## config.mk

```make
export PLATFORM = sky130hd
export DESIGN_NAME = aes_round_ctrl
export DESIGN_NICKNAME = d
export VERILOG_FILES = /design/src/rtl/aes_pkg.sv /design/src/rtl/aes_key_step.sv /design/src/rtl/aes_round_ctrl.sv
export SDC_FILE = /design/constraint.sdc
export NUM_CORES = 2
export LEC_CHECK = 0
export CAP_MARGIN = 40
export CORE_AREA = 2 2 317 475
export DETAILED_ROUTE_END_ITERATION = 8
export DIE_AREA = 0 0 319 477
export HOLD_SLACK_MARGIN = 0.12
export PLACE_DENSITY = 0.82
export SYNTH_ARGS = -nofsm -noshare
export SYNTH_HDL_FRONTEND = slang
export SYNTH_SLANG_ARGS = --single-unit
```

## constraint.sdc

```tcl
create_clock -name clk -period 30.6 [get_ports clk]
set_input_delay 6.12 -clock clk [delete_from_list [all_inputs] [get_ports clk]]
set_output_delay 6.12 -clock clk [all_outputs]
set_load 0.02 [all_outputs]
```

## src/rtl/aes_pkg.sv

```systemverilog
// aes_pkg: shared definitions for the AES-128 round controller family.
//   - ctrl_state_e : controller FSM states
//   - AES_BLOCK_W, AES128_ROUNDS : block width and round count
//   - RCON / rcon_of() : key-schedule round constants, rounds 1..10
//   - aes_sbox() : AES S-box, computed as GF(2^8) inverse plus affine map
package aes_pkg;

    localparam int AES_BLOCK_W   = 128;
    localparam int AES128_ROUNDS = 10;

    typedef enum logic [2:0] {
        ST_IDLE,
        ST_ADDKEY,
        ST_ISSUE,
        ST_WAIT,
        ST_DONE
    } ctrl_state_e;

    // Index 10 is the leftmost byte, index 1 the rightmost.
    localparam logic [10:1][7:0] RCON = {
        8'h36, 8'h1b, 8'h80, 8'h40, 8'h20,
        8'h10, 8'h08, 8'h04, 8'h02, 8'h01
    };

    // Out-of-range round numbers map to 0 so a speculative lookup past the
    // last round stays defined.
    function automatic logic [7:0] rcon_of(input logic [3:0] rnd);
        logic [7:0] r;
        r = 8'h00;
        if (rnd >= 4'd1 && rnd <= 4'd10) r = RCON[rnd];
        return r;
    endfunction

    // GF(2^8) multiply modulo x^8+x^4+x^3+x+1.
    function automatic logic [7:0] gf_mul(input logic [7:0] a, input logic [7:0] b);
        logic [7:0] p;
        logic [7:0] x;
        p = 8'h00;
        x = a;
        for (int i = 0; i < 8; i++) begin
            if (b[i]) p = p ^ x;
            x = {x[6:0], 1'b0} ^ (x[7] ? 8'h1b : 8'h00);
        end
        return p;
    endfunction

    // Inverse as x^254 (x^2 * x^4 * ... * x^128); 0 maps to 0 naturally.
    function automatic logic [7:0] aes_sbox(input logic [7:0] x);
        logic [7:0] sq;
        logic [7:0] inv;
        sq  = x;
        inv = 8'h01;
        for (int i = 1; i < 8; i++) begin
            sq  = gf_mul(sq, sq);
            inv = gf_mul(inv, sq);
        end
        return inv ^ {inv[6:0], inv[7]} ^ {inv[5:0], inv[7:6]}
                   ^ {inv[4:0], inv[7:5]} ^ {inv[3:0], inv[7:4]} ^ 8'h63;
    endfunction

endpackage

```

## src/rtl/aes_key_step.sv

```systemverilog
// aes_key_step: one AES-128 key-schedule step (combinational).
//   key_i  [127:0] current round key
//   rcon_i [7:0]   round constant for the key being produced
//   key_o  [127:0] next round key
module aes_key_step
    import aes_pkg::*;
(
    input  logic [AES_BLOCK_W-1:0] key_i,
    input  logic [7:0]             rcon_i,
    output logic [AES_BLOCK_W-1:0] key_o
);
    logic [31:0] w0, w1, w2, w3;
    logic [31:0] rot, sub, t;
    logic [31:0] n0, n1, n2, n3;

    assign {w0, w1, w2, w3} = key_i;

    // RotWord then SubWord on the last word, then fold in rcon.
    assign rot = {w3[23:0], w3[31:24]};
    assign sub = {aes_sbox(rot[31:24]), aes_sbox(rot[23:16]),
                  aes_sbox(rot[15:8]),  aes_sbox(rot[7:0])};
    assign t   = sub ^ {rcon_i, 24'h000000};

    assign n0 = w0 ^ t;
    assign n1 = w1 ^ n0;
    assign n2 = w2 ^ n1;
    assign n3 = w3 ^ n2;

    assign key_o = {n0, n1, n2, n3};
endmodule

```

## src/rtl/aes_round_ctrl.sv

```systemverilog
// aes_round_ctrl: sequences a single-round AES datapath through AES-128
// encryption (initial AddRoundKey, 9 full rounds, 1 final round) and derives
// each round key on the fly.
//   clk, rst                  clock, async active-high reset
//   in_valid/in_ready         plaintext + key handshake (in_data, in_key)
//   out_valid/out_ready       ciphertext handshake (out_data)
//   busy                      high whenever not idle
//   rd_start_o                one-cycle start pulse to the round datapath
//   rd_data_o/rd_key_o        state and round key for the datapath
//   rd_final_o                final round (datapath skips MixColumns)
//   rd_data_i/rd_ready_i      datapath result, qualified by a 1-cycle pulse
//   err_o                     sticky watchdog flag (AES_CTRL_TIMEOUT_EN only)
// Optional: define AES_CTRL_TIMEOUT_EN to add a per-round watchdog of
// TIMEOUT_CYCLES cycles; without it WAIT waits indefinitely.
module aes_round_ctrl
    import aes_pkg::*;
#(
    parameter int NUM_ROUNDS = AES128_ROUNDS
`ifdef AES_CTRL_TIMEOUT_EN
    , parameter int TIMEOUT_CYCLES = 64
`endif
) (
    input  logic                   clk,
    input  logic                   rst,
    input  logic                   in_valid,
    output logic                   in_ready,
    input  logic [AES_BLOCK_W-1:0] in_data,
    input  logic [AES_BLOCK_W-1:0] in_key,
    output logic                   out_valid,
    input  logic                   out_ready,
    output logic [AES_BLOCK_W-1:0] out_data,
    output logic                   busy,
    output logic                   rd_start_o,
    output logic [AES_BLOCK_W-1:0] rd_data_o,
    output logic [AES_BLOCK_W-1:0] rd_key_o,
    output logic                   rd_final_o,
    input  logic [AES_BLOCK_W-1:0] rd_data_i,
    input  logic                   rd_ready_i
`ifdef AES_CTRL_TIMEOUT_EN
    , output logic                 err_o
`endif
);
    localparam logic [3:0] LAST_RND = 4'(NUM_ROUNDS);

    ctrl_state_e            state_q, state_d;
    logic [3:0]             rnd_q, rnd_d;
    logic [AES_BLOCK_W-1:0] data_q, data_d;
    logic [AES_BLOCK_W-1:0] key_q, key_d;
    logic                   rd_start_q, rd_start_d;
    logic [AES_BLOCK_W-1:0] rd_data_q, rd_data_d;
    logic [AES_BLOCK_W-1:0] rd_key_q, rd_key_d;
    logic                   rd_final_q, rd_final_d;
    logic [AES_BLOCK_W-1:0] out_data_q, out_data_d;
    logic                   out_valid_q, out_valid_d;

    logic [AES_BLOCK_W-1:0] ks_key_in, ks_key_out;
    logic [3:0]             next_rnd;
    logic [7:0]             rcon_sel;

`ifdef AES_CTRL_TIMEOUT_EN
    localparam int TW = $clog2(TIMEOUT_CYCLES + 1);
    logic [TW-1:0] wcnt_q, wcnt_d;
    logic          err_q, err_d;
    assign err_o = err_q;
`endif

    // The next round's key is computed one step ahead so that rd_key_o is
    // already registered when the start pulse goes out. From ADDKEY the source
    // is round key 0; from WAIT it is the key of the round just finished.
    assign ks_key_in = (state_q == ST_ADDKEY) ? key_q : rd_key_q;
    assign next_rnd  = (state_q == ST_ADDKEY) ? 4'd1 : rnd_q + 4'd1;
    assign rcon_sel  = rcon_of(next_rnd);

    aes_key_step u_key_step (
        .key_i  (ks_key_in),
        .rcon_i (rcon_sel),
        .key_o  (ks_key_out)
    );

    always_comb begin
        state_d     = state_q;
        rnd_d       = rnd_q;
        data_d      = data_q;
        key_d       = key_q;
        rd_start_d  = rd_start_q;
        rd_data_d   = rd_data_q;
        rd_key_d    = rd_key_q;
        rd_final_d  = rd_final_q;
        out_data_d  = out_data_q;
        out_valid_d = out_valid_q;
`ifdef AES_CTRL_TIMEOUT_EN
        wcnt_d      = wcnt_q;
        err_d       = err_q;
`endif
        case (state_q)
            ST_IDLE: begin
                if (in_valid) begin
                    data_d  = in_data;
                    key_d   = in_key;
                    state_d = ST_ADDKEY;
`ifdef AES_CTRL_TIMEOUT_EN
                    err_d   = 1'b0;
`endif
                end
            end
            ST_ADDKEY: begin
                data_d     = data_q ^ key_q;
                rnd_d      = 4'd1;
                rd_start_d = 1'b1;
                rd_data_d  = data_q ^ key_q;
                rd_key_d   = ks_key_out;
                rd_final_d = (next_rnd == LAST_RND);
                state_d    = ST_ISSUE;
            end
            ST_ISSUE: begin
                // rd_ready_i is deliberately not looked at here.
                rd_start_d = 1'b0;
                state_d    = ST_WAIT;
`ifdef AES_CTRL_TIMEOUT_EN
                wcnt_d     = '0;
`endif
            end
            ST_WAIT: begin
                if (rd_ready_i) begin
                    data_d = rd_data_i;
                    key_d  = rd_key_q;
                    if (rnd_q == LAST_RND) begin
                        out_data_d  = rd_data_i;
                        out_valid_d = 1'b1;
                        state_d     = ST_DONE;
                    end else begin
                        rnd_d      = next_rnd;
                        rd_start_d = 1'b1;
                        rd_data_d  = rd_data_i;
                        rd_key_d   = ks_key_out;
                        rd_final_d = (next_rnd == LAST_RND);
                        state_d    = ST_ISSUE;
                    end
                end
`ifdef AES_CTRL_TIMEOUT_EN
                else if (wcnt_q == TW'(TIMEOUT_CYCLES - 1)) begin
                    err_d   = 1'b1;
                    state_d = ST_IDLE;
                end else begin
                    wcnt_d = wcnt_q + 1'b1;
                end
`endif
            end
            ST_DONE: begin
                if (out_ready) begin
                    out_valid_d = 1'b0;
                    state_d     = ST_IDLE;
                end
            end
            default: state_d = ST_IDLE;
        endcase
    end

    always_ff @(posedge clk or posedge rst) begin
        if (rst) begin
            state_q     <= ST_IDLE;
            rnd_q       <= '0;
            data_q      <= '0;
            key_q       <= '0;
            rd_start_q  <= 1'b0;
            rd_data_q   <= '0;
            rd_key_q    <= '0;
            rd_final_q  <= 1'b0;
            out_data_q  <= '0;
            out_valid_q <= 1'b0;
`ifdef AES_CTRL_TIMEOUT_EN
            wcnt_q      <= '0;
            err_q       <= 1'b0;
`endif
        end else begin
            state_q     <= state_d;
            rnd_q       <= rnd_d;
            data_q      <= data_d;
            key_q       <= key_d;
            rd_start_q  <= rd_start_d;
            rd_data_q   <= rd_data_d;
            rd_key_q    <= rd_key_d;
            rd_final_q  <= rd_final_d;
            out_data_q  <= out_data_d;
            out_valid_q <= out_valid_d;
`ifdef AES_CTRL_TIMEOUT_EN
            wcnt_q      <= wcnt_d;
            err_q       <= err_d;
`endif
        end
    end

    assign in_ready   = (state_q == ST_IDLE);
    assign busy       = (state_q != ST_IDLE);
    assign rd_start_o = rd_start_q;
    assign rd_data_o  = rd_data_q;
    assign rd_key_o   = rd_key_q;
    assign rd_final_o = rd_final_q;
    assign out_data   = out_data_q;
    assign out_valid  = out_valid_q;
endmodule

```

# After elaboration in Yosys (flattened, before gate mapping)
# Memory sizes are Yosys's and may differ from the RTL's.
# Cells that the tools add are included.
[totals]
regBits = 650
mem_bits_ro = 128
in_bits = 389
out_inout_bits = 389
elab_cells = 1669
mem_count = 1
[classes]
add_sub_neg = 1
magnitude_cmp = 3
n_eq_ne = 11
mux = 846
bitwise = 782
n_reduce_logical = 15
[memory_table]
columns = ["name", "depth", "width", "read_ports", "rd_ports_with_merged_regs", "wr", "line", "rtl"]
rows = [
  ["(name not given)", 16, 8, 1, 0, 0, "aes_pkg.sv:30", "if (rnd >= 4'd1 && rnd <= 4'd10) r = RCON[rnd];"],
]
[op_table]
columns = ["cell", "count"]
rows = [
  ["bitwise XOR 8 bit", 744],
  ["2-to-1 mux 8 bit", 422],
  ["2-to-1 mux 5 bit", 368],
  ["2-to-1 mux 128 bit", 9],
  ["case mux 128 bit (2 select lines)", 3],
  ["case mux 128 bit (3 select lines)", 1],
  ["bitwise XOR 32 bit", 5],
  ["bitwise XOR 128 bit", 1],
  ["2-to-1 mux 4 bit", 7],
  ["2-to-1 mux 7 bit", 4],
  ["NOT 1 bit (first input constant)", 28],
  ["2-to-1 mux 3 bit", 8],
  ["2-to-1 mux 6 bit", 4],
  ["AND reduction 3 bit", 6],
  ["NOT 4 bit", 4],
  ["case mux 3 bit (5 select lines)", 1],
  ["2-to-1 mux 1 bit", 11],
  ["!= test 2 bit (second input constant)", 5],
  ["nonzero test 3 bit", 3],
  ["equality test 4 bit (second input constant)", 2],
  ["2-to-1 mux 2 bit", 4],
  ["case mux 4 bit (2 select lines)", 1],
  ["equality test 3 x 2 -> 1 bit (second input constant)", 2],
  ["nonzero test 2 bit", 3],
  ["other kinds (11)", 12],
]

# Longest topological paths before layout
[depth]
depth_word = 142
ltp_mapped = 81
ltp_nobuf = 58

# Cells and area by module
# Synthesis repeated with hierarchy kept, for this count alone.
[unflattened]
cells_unflattened = 10541
hier_area_um2 = 89373.2
[by_module_without_submodules]
columns = ["mod", "n_inst", "cells_each", "area_per_inst_um2", "seq_area_each_um2"]
rows = [
  ["aes_key_step", 1, 7499, 56376.6, 0.0],
  ["aes_round_ctrl", 1, 3042, 32996.6, 16265.6],
]

# Least setup slack after synthesis
# No wires, ideal clock.
[synth_timing]
path_kind = "reg2reg"
startpoint = "register state_q[1]"
endpoint = "register rd_key_q[62] (netlist: rd_key_o[62])"
setup_time_ns = 0.077
arrival_ns = 18.262
required_time_ns = 30.523
slack_ns = 12.260
stages_incl_launch_ff = 80
n_path_buf = 21
synth_period_minus_slack_ns = 18.340
path_cell_list = "dfrtp_1 -> buf_6 -> or3b_1 -> buf_6 -> buf_6 -> buf_6 -> buf_6 -> buf_8 -> buf_8 -> buf_6 -> clkbuf_1 -> clkbuf_1 -> buf_1 -> clkbuf_1 -> clkbuf_1 -> nand2_1 -> nand2_1 -> ha_1 -> (+44 left out) -> xnor3_1 -> xnor2_1 -> a21oi_2 -> xor2_1 -> a21oi_1 -> xnor3_1 -> xnor3_2 -> xor2_1 -> or3_1 -> a31oi_1 -> xnor3_1 -> xnor3_1 -> xnor3_2 -> xnor2_4 -> xnor3_1 -> xor2_1 -> mux2_1 -> a21oi_1"
[synth_via]
elab_chain_cells = 138
elab_cells_between_ends = 411
cone_classes = "2 x order compare; 4 x eq/ne; 210 x mux; 191 x bitwise; 3 x reduce/logical; 1 x memory"
[synth_rtl]
columns = ["element", "line", "rtl"]
rows = [
  ["from (decl)", "aes_round_ctrl.sv:45", "ctrl_state_e state_q, state_d;"],
  ["from (signal assigned)", "aes_round_ctrl.sv:176", "state_q <= state_d;"],
  ["equality test 3 x 1 -> 1 bit", "aes_round_ctrl.sv:70, aes_round_ctrl.sv:71, aes_round_ctrl.sv:95", ""],
  ["2-to-1 mux 128 bit", "aes_round_ctrl.sv:70", "assign ks_key_in = (state_q == ST_ADDKEY) ? key_q : rd_key_q;"],
  ["2-to-1 mux 5 bit", "aes_pkg.sv:42", "x = {x[6:0], 1'b0} ^ (x[7] ? 8'h1b : 8'h00);"],
  ["bitwise XOR 8 bit", "aes_pkg.sv:42", ""],
  ["bitwise XOR 8 bit", "aes_pkg.sv:41", "if (b[i]) p = p ^ x;"],
  ["2-to-1 mux 8 bit", "aes_pkg.sv:41", ""],
  ["bitwise XOR 8 bit", "aes_pkg.sv:41", ""],
  ["2-to-1 mux 8 bit", "aes_pkg.sv:41", ""],
  ["(+122 left out)", "-", ""],
  ["NOT 4 bit (no source line)", "-", ""],
  ["bitwise XOR 32 bit", "aes_key_step.sv:22", "assign t = sub ^ {rcon_i, 24'h000000};"],
  ["bitwise XOR 32 bit", "aes_key_step.sv:24", "assign n0 = w0 ^ t;"],
  ["bitwise XOR 32 bit", "aes_key_step.sv:25", "assign n1 = w1 ^ n0;"],
  ["bitwise XOR 32 bit", "aes_key_step.sv:26", "assign n2 = w2 ^ n1;"],
  ["2-to-1 mux 128 bit", "aes_round_ctrl.sv:127", "if (rnd_q == LAST_RND) begin"],
  ["2-to-1 mux 128 bit", "aes_round_ctrl.sv:124", "if (rd_ready_i) begin"],
  ["case mux 128 bit (2 select lines)", "aes_round_ctrl.sv:95", "case (state_q)"],
  ["to (signal assigned)", "aes_round_ctrl.sv:182", "rd_key_q <= rd_key_d;"],
  ["to (decl)", "aes_round_ctrl.sv:51", "logic [AES_BLOCK_W-1:0] rd_key_q, rd_key_d;"],
]
# Several ways; a longest one is shown, not always the timed one. The select of a mux whose other input is x is not followed.
# A chain may end at the register's enable or synchronous reset.

# Worst setup path in the final report
[layout_timing]
startpoint = "register state_q[1]"
endpoint = "register rd_key_q[8] (netlist: rd_key_o[8])"
[layout_via]
elab_chain_cells = 139
elab_cells_between_ends = 405
cone_classes = "4 x eq/ne; 207 x mux; 192 x bitwise; 2 x reduce/logical"
[layout_rtl]
columns = ["element", "line", "rtl"]
rows = [
  ["equality test 3 x 1 -> 1 bit", "aes_round_ctrl.sv:70, aes_round_ctrl.sv:95", ""],
  ["2-to-1 mux 128 bit", "aes_round_ctrl.sv:70", ""],
  ["2-to-1 mux 5 bit (tied with other cells)", "aes_pkg.sv:42", ""],
  ["bitwise XOR 8 bit, on equally long branches", "aes_pkg.sv:42, aes_pkg.sv:41", ""],
  ["bitwise XOR 8 bit / 2-to-1 mux 8 bit (equally long branches)", "aes_pkg.sv:41", ""],
  ["2-to-1 mux 8 bit / bitwise XOR 8 bit (equally long branches)", "aes_pkg.sv:41", ""],
  ["bitwise XOR 8 bit / 2-to-1 mux 8 bit (equally long branches)", "aes_pkg.sv:41", ""],
  ["2-to-1 mux 8 bit / bitwise XOR 8 bit (equally long branches)", "aes_pkg.sv:41", ""],
  ["(+123 left out)", "-", ""],
  ["bitwise XOR 32 bit", "aes_key_step.sv:22", ""],
  ["bitwise XOR 32 bit", "aes_key_step.sv:24", ""],
  ["bitwise XOR 32 bit", "aes_key_step.sv:25", ""],
  ["bitwise XOR 32 bit", "aes_key_step.sv:26", ""],
  ["bitwise XOR 32 bit", "aes_key_step.sv:27", "assign n3 = w3 ^ n2;"],
  ["2-to-1 mux 128 bit", "aes_round_ctrl.sv:127", ""],
  ["2-to-1 mux 128 bit", "aes_round_ctrl.sv:124", ""],
  ["case mux 128 bit (2 select lines)", "aes_round_ctrl.sv:95", ""],
]
# Several ways; a longest one is shown, not always the timed one. The select of a mux whose other input is x is not followed.

==> results by group <==
Status
  – Status: completed

Clock tree
  – Post-CTS setup buffer count: 0
  – Skew-Pair Late Insertion Delay: 0.73 ns
  – CTS Hold Bufs: 0
  – H-tree lvl count: 3
  – # resized after CTS: 0
  – Longest Clk Path Bufs: 3
  – Clock slew at reported path FFs: 0.06 ns
  – Sink Count: 650
  – Root Driver: clkbuf_16
  – CTS tree: built
  – CTS buffer count: 71

Synthesis
  – Yosys cell types: 116
  – Synth Flop Type: dfrtp_1
  – Mapped Nets: between 10,000 and 15,000
  – Yosys warns: 0
  – Mapped Avg Cell Area: slightly below 8 µm²
  – Async S/R FF share, synth: between 90% and 100%
  – Area contributors post-synth: dfrtp_1 (18%), xnor2_1 (18%), xnor3_1 (8.0%), nor2_1 (7.4%), a21oi_1 (5.5%)
  – Post-synthesis sequential area ratio: 18.4%
  – Cell area after synthesis: about 88,000 µm²
  – Post-synth EDFFs: 0
  – Commonest cells in the netlist: xnor2_1 (1,798), nor2_1 (1,735), nand2_1 (1,223), a21oi_1 (969), o21ai_0 (672)
  – Most common cell in the synthesized netlist: xnor2_1
  – Top-area cell type share of the netlist area: 18.4%
  – #FFs+latches synth: 650
  – Largest area contributor in the netlist: dfrtp_1
  – Post-synthesis cell count: between 10,000 and 15,000

GRT
  – GR Util All Layers: 40.6%
  – Vias in the first global route: ~83,000
  – Initial antenna violation count: 21
  – Largest net degree at the start of global routing: around 140
  – GRT Residual Overflow: 0
  – First-pass GRT wire length: 490,000 µm

Setup path
  – Critical Path RT: about 31 ns
  – Most frequent CP cell: xnor2_1
  – Startpoint types: flop
  – Critical Path AT: 21.66 ns
  – Worst Path Max Fanout: 71
  – Slowest stage cell on the critical path: dfrtp_4
  – Crit path kind: reg -> reg
  – Critical path's largest stage delay: around 0.99 ns
  – CP endpoint kind: flop

Final layout
  – Non-filler cells in the finished layout: ~14,000
  – Multi-input gate area: 68,900 µm²
  – FF/Latch Area: ~16,000 µm²
  – Area delta synth->final: 14.7%
  – Share of cells above drive strength 1: 8.69%
  – Nets@finish: 12,000
  – Fill count: approximately 12,000
  – Final design utilization: approximately 68%

Place
  – GP Congestion: 1.03
  – IO Port Bufs: approximately 800
  – Placed instance count: between 10,000 and 15,000
  – Post-DP HPWL: around 240,000 µm

Detailed routing
  – DRC Markers: 0
  – Via density: roughly 6.3
  – Drt first-iter violations: slightly below 9,000
  – Post-DRT Antenna Nets: 0
  – Avg WL per Cell: between 20 and 25 µm
  – Total Wirelength: ~320,000 µm
  – Drt pass-1 iters: 7
  – Vias: 86,300

Floorplanning
  – # IOs: 778
  – Placeable Area: 148,000 µm²
  – Die X: 319 µm
  – Die area: approximately 150,000 µm²
  – Initial Utilization: ~60%
  – Die H: between 400 and 500 µm
  – Row count: between 150 and 200

STA
  – Setup_tns: 0 ns
  – RSZ-0062 raised after global routing: no
  – Final setup violation count: 0
  – Worst slew pin tran: about 1 ns
  – Final min period: 21.11 ns
  – Skew final: ~0.053 ns
  – Final Hold Fails: 0
  – Slew headroom: 32.0%
  – Max Freq: between 0.04 and 0.05 GHz
  – Max Slew Vio Count: 0
  – Final Cycle Share: between 60% and 70%

Hold path
  – Type of the worst min-delay path: reg -> reg

Flow run
  – Max_cap viols: 0
==> stage by stage <==
stage	hold slack [ns]	setup WS, ns	area, µm²
after detailed placement	0.470	10.08	98800
after CTS	0.483	9.96	101000
after global routing	0.494	8.72	101000
after global placement	0.463	9.52	98000
after floorplan	0.487	6.27	88300
final	0.480	9.49	101000
==> state kept, by name (all words and copies together) (netlist names) <==
register    cells
rd_key_o      128
data_q        128
rnd_q           4
rd_final_o      1
out_data      128
key_q         128
out_valid       1
state_q         3
rd_start_o      1
rd_data_o     128
==> final cells by class <==
class	count	share of cell area, %
repair buffers	1153	10.8
clock inverters	28	0.355
diodes	16	0.0396
well taps	1925	2.38
flip-flops and latches	650	16.1
clock buffers	98	2.00
multi-input cells	9656	68.0
inverters	93	0.352
==> worst max-delay path: cells and delay by family, from the launching register on <==
family	cells	cell delay [ns]
xor gates and xnor gates	29	12.40
and+or+nand+nor	7	2.78
AOI/OAI and AO/OA	11	2.49
buffers and inverters	2	0.35
muxes	2	0.80
DFF	1	0.99
adders and majority gates	2	1.04
==> placed cells by master (no fill, tap or decap), types with 57 or more instances in the layout <==
master | Yosys | final
mux2_2 | 179 | 179
o211ai_1 | 85 | 85
clkbuf_16 | 0 | 71
nor3_1 | 195 | 195
inv_1 | 69 | 68
o21ai_0 | 672 | 672
nor2_1 | 1735 | 1732
nand2_1 | 1223 | 1221
a22oi_1 | 64 | 63
xnor2_1 | 1798 | 1768
a21oi_1 | 969 | 967
a211oi_1 | 88 | 88
xor2_1 | 458 | 454
buf_4 | 15 | 346
xnor3_1 | 315 | 315
o22ai_1 | 128 | 128
dfrtp_1 | 650 | 649
nand3_1 | 186 | 186
clkdlybuf4s50_1 | 0 | 777
nand2b_1 | 58 | 57
xnor2_2 | 83 | 113
mux2i_1 | 382 | 381
a31oi_1 | 81 | 81
==> path summary, 6_finish.rpt <==
kind                                      from              to  slack [ns]  cells past startpoint
worst max-delay path                state_q[1]     rd_key_o[8]        9.49                     53
worst min-delay path            rd_data_o[121]  rd_data_o[121]        0.48                      2
worst max register to register      state_q[1]     rd_key_o[8]        9.49                     53
worst min register to register  rd_data_o[121]  rd_data_o[121]        0.48                      2
max in group asynchronous                  rst    out_data[89]       21.28                      8
min in group asynchronous                  rst     out_data[5]        5.88                      2
==> metal layers <==
metal	wire [µm]	up-vias	GRT usage [%]	part of all wire [%]
met5	34	-	0	0.011
met4	24800	6	26.6	7.7
met3	31900	1163	9.00	10
met2	148000	4745	66.4	46
met1	116000	41300	48.0	36
li1	-	39100	-	-
==> kinds of logic after synthesis <==
kind of cell | count (synthesis) | synth area share [%]
multiplexers | 590 | 7.12
AO/OA/AOI/OAI | 2524 | 17.0
buffers and inverters | 854 | 3.92
adder cells (fa/ha/maj) | 25 | 0.343
flip-flops | 650 | 18.4
XOR/XNOR | 2794 | 35.6
AND/OR/NAND/NOR | 3723 | 17.6
Power is left out: the tool's default activity adds up to more than one toggle a clock period on the data nets, which glitch-free logic cannot reach.
